===== config.mk =====
export PLATFORM = sky130hd
export DESIGN_NAME = rr_stream_mux
export DESIGN_NICKNAME = d
export VERILOG_FILES = /design/src/rtl/mux_pkg.sv /design/src/rtl/rr_stream_mux_grant.sv /design/src/rtl/rr_stream_mux.sv
export SDC_FILE = /design/constraint.sdc
export NUM_CORES = 1
export LEC_CHECK = 0
export CELL_PAD_IN_SITES_DETAIL_PLACEMENT = 0
export CELL_PAD_IN_SITES_GLOBAL_PLACEMENT = 1
export CORE_MARGIN = 2
export CORE_UTILIZATION = 34
export CTS_CLUSTER_SIZE = 40
export DETAILED_ROUTE_END_ITERATION = 7
export PLACE_DENSITY_LB_ADDON = 0.1
export SLEW_MARGIN = 40
export SYNTH_ARGS = -nofsm -noshare
export SYNTH_HDL_FRONTEND = slang
export SYNTH_SLANG_ARGS = --single-unit

===== constraint.sdc =====
create_clock -name clk -period 3.48 [get_ports clk]
set_input_delay 0.522 -clock clk [delete_from_list [all_inputs] [get_ports clk]]
set_output_delay 0.522 -clock clk [all_outputs]
set_load 0.005 [all_outputs]

===== src/rtl/mux_pkg.sv =====
// Shared definitions for the round-robin stream mux: default sizing,
// a constant clog2 helper and the channel-slice index macro.
`ifndef MUX_PKG_SV
`define MUX_PKG_SV

// Bit offset of channel idx inside a flat bus of w-bit channels.
`define MUX_SLICE(idx, w) ((idx) * (w))

package mux_pkg;

  localparam int DEFAULT_N_CH  = 4;
  localparam int DEFAULT_WIDTH = 4;

  // Ceiling log2; returns at least 0 and is usable in constant expressions.
  function automatic int clog2(input int value);
    int r;
    r = 0;
    for (int i = 0; i < 31; i++) begin
      if ((1 << i) < value) r = i + 1;
    end
    return r;
  endfunction

endpackage

`endif


===== src/rtl/rr_stream_mux_grant.sv =====
// rr_grant: combinational rotating-priority encoder.
// Searches req upward starting at ptr, wrapping from N_CH-1 to 0, and returns
// the first requester as a one-hot grant plus its index.
module rr_grant
  import mux_pkg::*;
#(
  parameter int  N_CH  = DEFAULT_N_CH,
  localparam int SEL_W = clog2(N_CH)
) (
  input  logic [N_CH-1:0]  req,
  input  logic [SEL_W-1:0] ptr,
  output logic [N_CH-1:0]  grant,
  output logic [SEL_W-1:0] gidx,
  output logic             any
);

  // One extra bit so ptr+k never overflows before the wrap correction.
  logic [SEL_W:0]   w_sum;
  logic [SEL_W-1:0] w_idx;

  // Walk the channels in rotated order and latch onto the first requester.
  always_comb begin
    grant = '0;
    gidx  = '0;
    any   = 1'b0;
    w_sum = '0;
    w_idx = '0;
    for (int k = 0; k < N_CH; k++) begin
      w_sum = {1'b0, ptr} + (SEL_W+1)'(k);
      if (w_sum >= (SEL_W+1)'(N_CH)) w_sum = w_sum - (SEL_W+1)'(N_CH);
      w_idx = w_sum[SEL_W-1:0];
      if (!any && req[w_idx]) begin
        any          = 1'b1;
        grant[w_idx] = 1'b1;
        gidx         = w_idx;
      end
    end
  end

endmodule


===== src/rtl/rr_stream_mux.sv =====
// rr_stream_mux: N-channel round-robin valid/ready mux with one registered
// output stage.
// Optional feature macro PKT_LOCK_EN: when defined, a channel that starts a
// packet (beat with in_last=0) keeps the grant until its in_last beat.
// Without the macro in_last is ignored and every beat is arbitrated alone.
module rr_stream_mux
  import mux_pkg::*;
#(
  parameter int  N_CH  = DEFAULT_N_CH,
  parameter int  WIDTH = DEFAULT_WIDTH,
  localparam int SEL_W = clog2(N_CH)
) (
  input  logic                  clk,
  input  logic                  rst,
  input  logic [N_CH-1:0]       in_valid,
  input  logic [N_CH*WIDTH-1:0] in_data,
  input  logic [N_CH-1:0]       in_last,
  output logic [N_CH-1:0]       in_ready,
  output logic                  out_valid,
  output logic [WIDTH-1:0]      out_data,
  output logic [SEL_W-1:0]      out_sel,
  input  logic                  out_ready
);

  logic             r_out_valid;
  logic [WIDTH-1:0] r_out_data;
  logic [SEL_W-1:0] r_out_sel;
  logic [SEL_W-1:0] r_ptr;
  logic [SEL_W-1:0] w_ptr_next;

  logic             w_load_en;
  logic [N_CH-1:0]  w_req;
  logic [N_CH-1:0]  w_grant;
  logic [SEL_W-1:0] w_gidx;
  logic             w_any;
  logic             w_xfer;

  // The output stage can take a new beat when empty or being drained now.
  assign w_load_en = ~r_out_valid | out_ready;

`ifdef PKT_LOCK_EN
  logic            r_lock;
  logic [N_CH-1:0] w_ptr_oh;

  assign w_ptr_oh = {{(N_CH-1){1'b0}}, 1'b1} << r_ptr;
  // While a packet is open only the owning channel may request, even if idle.
  assign w_req    = r_lock ? (in_valid & w_ptr_oh) : in_valid;

  // Lock opens on a non-last beat and closes on the packet's last beat.
  always_ff @(posedge clk or posedge rst) begin
    if (rst)         r_lock <= 1'b0;
    else if (w_xfer) r_lock <= ~in_last[w_gidx];
  end
`else
  logic w_unused_last;

  assign w_req         = in_valid;
  assign w_unused_last = ^in_last;
`endif

  rr_grant #(
    .N_CH (N_CH)
  ) u_grant (
    .req   (w_req),
    .ptr   (r_ptr),
    .grant (w_grant),
    .gidx  (w_gidx),
    .any   (w_any)
  );

  assign w_xfer   = w_any & w_load_en;
  // Gating with rst keeps producers from seeing ready during reset.
  assign in_ready = w_grant & {N_CH{w_load_en & ~rst}};

  // Next search start: the channel after the winner, or the winner itself
  // when it has just opened or continued a packet.
  always_comb begin
    w_ptr_next = r_ptr;
    if (w_xfer) begin
      w_ptr_next = (w_gidx == SEL_W'(N_CH-1)) ? '0 : w_gidx + 1'b1;
`ifdef PKT_LOCK_EN
      if (!in_last[w_gidx]) w_ptr_next = w_gidx;
`endif
    end
  end

  // Round-robin pointer.
  always_ff @(posedge clk or posedge rst) begin
    if (rst) r_ptr <= '0;
    else     r_ptr <= w_ptr_next;
  end

  // Output stage: load on transfer, empty on drain without replacement,
  // hold otherwise (back-pressure).
  always_ff @(posedge clk or posedge rst) begin
    if (rst) begin
      r_out_valid <= 1'b0;
      r_out_data  <= '0;
      r_out_sel   <= '0;
    end else if (w_xfer) begin
      r_out_valid <= 1'b1;
      r_out_data  <= in_data[`MUX_SLICE(w_gidx, WIDTH) +: WIDTH];
      r_out_sel   <= w_gidx;
    end else if (out_ready) begin
      r_out_valid <= 1'b0;
    end
  end

  assign out_valid = r_out_valid;
  assign out_data  = r_out_data;
  assign out_sel   = r_out_sel;

endmodule

==> flow_summary_export.csv <==
group,metric,value,unit
place,dpl.hpwl,2590,um
final_layout,regArea,225.2,um2
cts,cts_tree,"built",
sta,finalHoldViolations,0,
sta,max_freq,305.2,MHz
floorplanning,initial_core_util,35.23,%
final_layout,antenna_cells,0,
cts,hold_buffers,0,
place,port_buffers,33,
final_layout,post-route-util,47.18,%
run_status,status,"finished, final reports clean",
routing,drt_pre_antenna_iters,4,
global_routing,grt_max_degree,35,
final_layout,drive_above_1_share,13.85,%
synth,synth_cell_types,48,
routing,ant_nets,0,
worst_hold_path,hold_depth,1,
global_routing,track_usage,16.93,%
floorplanning,die_area,4271,um2
sta,max_slew_margin,50.30,%
routing,wl_met2,1683,um
routing,first_iter_violations,99,
sta,worst_slew_pin_slew,0.7432,ns
cts,cts_resized,0,
synth,synth_edf_count,0,
sta,skew,0.0002702,ns
synth,synth_cells,159,
worst_hold_path,hold_class,"reg2reg",
worst_hold_path,holdPathEnd,"out_sel[1]",
synth,netlist.area_leader.share,17.60,%
worst_hold_path,min_from,"out_sel[1]",
critical_path,crit_path_end_kind,"output pin",
sta,fin_setup_tns,0,ns
synth,yosys.area.top_type,"dfrtp_1",
final_layout,nNetsFinal,230,
final_layout,fillers,382,
routing,avgViaCountPerCell,5.535,
power,power_leakage,0.0007019,uW
cts,cts_buffers,3,
routing,met1_length,1689,um
sta,rsz0062_at_grt,"no",
synth,yosysSeqAreaShare,17.60,%
floorplanning,core_area,3633,um2
cts,cts_sinks,9,
global_routing,grt_pass1_wl,5809,um
synth,ys.flop_type,"dfrtp_1",
routing,drcViolationCount,0,
cts,cts_root_buf,"clkbuf_8",
cts,path_clk_slew,0.04,ns
synth,synth_seq_cells,9,
sta,fin_crit_sh,94.15,%
routing,vias,1345,
sta,period_minus_slack,3.276,ns
floorplanning,die_h,65.36,um
critical_path,cp_max_fo,12,
routing,top_layer_used,"met4",
power,max-vdd-ir-drop,0.2896,mV
critical_path,crit_arrival,2.75,ns
power,powerDensity,853.3,nW/um2
job,cap_viol_max_count,0,
cts,htree_levels,1,
global_routing,overflow,0,
routing,routedWlPerCell,14.70,um
sta,setup_violations,0,
synth,netlist_area,1280,um2
final_layout,multi_input_area,925.9,um2
critical_path,r2r_cells,11,
synth,ys_top_cells_by_area,"dfrtp_1, ha_1, nor2_1",
global_routing,first_global_vias,1312,
floorplanning,io_pins,38,
critical_path,cp.required,2.96,ns
routing,wl_met3,186,um
critical_path,r2r-start,"r_ptr[0]",
cts,clk_latency,0.23,ns
sta,finalMaxSlewViolations,0,
global_routing,antenna_found_initial,0,
synth,synth-async-reset-ratio,100.0,%
critical_path,rrSetupSlack,0.59,ns
synth,synth_fp_nets,193,
synth,syn_avg_cell_area,8.050,um2
critical_path,crit_type,"reg2out",
cts,clockBufferDepth,2,
synth,yosysWarnings,0,
critical_path,critPathLaunchType,"flop",
floorplanning,core.rowCount,22,
place,gp_congestion,0.7633,
critical_path,worstReg2RegEnd,"out_data[2]",
final_layout,synthToLayoutAreaGrowth,33.92,%
floorplanning,die_w,65.36,um
routing,drt-total-wl,3572,um
[worst max-delay path by stage]
| stage | start | end | depth (start not counted) |
|---|---|---|---|
| floorplan | r_ptr[0] | r_ptr[1] | 12 |
| global placement | in_valid[2] | in_ready[3] | 8 |
| detailed placement | in_valid[2] | in_ready[2] | 8 |
| CTS | r_ptr[0] | in_ready[2] | 8 |
| global route | r_ptr[0] | in_ready[2] | 8 |
| finish | r_ptr[0] | in_ready[0] | 9 |
[power by group]
| part | internal, uW | total [uW] | switching [uW] |
|---|---|---|---|
| Clock | 79.7 | 119 | 39.4 |
| Sequential | 153 | 187 | 33.6 |
| Combinational | 525 | 1160 | 631 |
[registers in the layout, summed over array words and instances (netlist names)]
register   cells
out_sel        2
r_ptr          2
out_valid      1
out_data       4
[worst max-delay path, stage by stage (launching register included)]
cell	delay [ns]
dfrtp_1	0.46
inv_2	0.17
ha_1	0.42
mux4_2	0.43
nor2b_4	0.20
a22oi_1	0.08
nor2_1	0.10
a221oi_1	0.06
nor2_1	0.11
clkdlybuf4s50_1	0.50
[logic make-up after synthesis]
kind of cell	after synthesis	share of synthesized area (%)
compound gates	62	34.80
simple gates	48	20.04
buf+inv	23	10.07
mux	8	9.286
xor+xnor	2	1.369
fa+ha+maj	7	6.842
flops	9	17.60
[per-layer routing]
metal / global-route usage, % / vias up
met2: 28.57 / 34
met4: 4.688 / 0
met3: 1.884 / 2
met5: 0 / -
met1: 22.87 / 632
li1: - / 677
[through the flow]
step                      setup WS, ns  instance area [um2]  total power, uW  hold WS, ns  std cells
after CTS                       0.1512                 1707             1465       0.4952        242
after global routing           0.03089                 1714             1591       0.5172        243
after floorplan                 0.3684                 1280             1049       0.3579        159
final                           0.2036                 1714             1463       0.4891        243
after global placement          0.2819                 1662             1312       0.4666        238
after detailed placement        0.2231                 1662             1334       0.4802        238
[cells in the mapped netlist, types with 4 or more instances]
master / n
a31oi_1: 4
nor2_1: 23
a41o_1: 4
o211ai_1: 4
ha_1: 7
a22oi_1: 5
buf_6: 5
a21oi_1: 9
a211oi_1: 4
dfrtp_1: 9
nand2_1: 6
a221oi_1: 4
buf_2: 4
mux2i_1: 4
inv_1: 8
o21ai_0: 9
[what timing repair did]
item | in CTS | in global routing
endpoints found under the hold margin | 0 | 0
setup buffers | 0 | 1
endpoints found under the setup margin | 0 | 4
[final cells by class]
class	count	share of cell area, %
clock buffer	4	2.628
inverter	10	2.190
multi-input combinational	127	54.01
sequential	9	13.14
tap	48	3.504
timing repair buffer	45	24.53
[cell usage in the layout (no fill, tap or decap), types with 2 or more instances in the layout]
master           Yosys  routed
clkdlybuf4s50_1      0      33
a21o_1               2       2
nor2b_1              2       2
nor4_1               2       2
xnor2_1              2       2
o221ai_1             3       3
nor2_1              23      23
dfrtp_1              9       9
a221oi_1             4       4
inv_1                8       8
ha_1                 7       7
mux4_2               3       3
nor4b_1              2       2
nand2_1              6       6
a211o_1              3       3
a211oi_1             4       4
o32ai_1              2       2
a22oi_1              5       5
a41o_1               4       4
clkbuf_8             0       3
nand3_1              2       2
a21oi_1              9       9
nor3_1               2       2
o211ai_1             4       4
o21ai_0              9       9
buf_4                0      12
inv_2                2       2
mux2i_1              4       4
o21ai_1              2       2
a31oi_1              4       4
(Power assumes the default switching activity.)
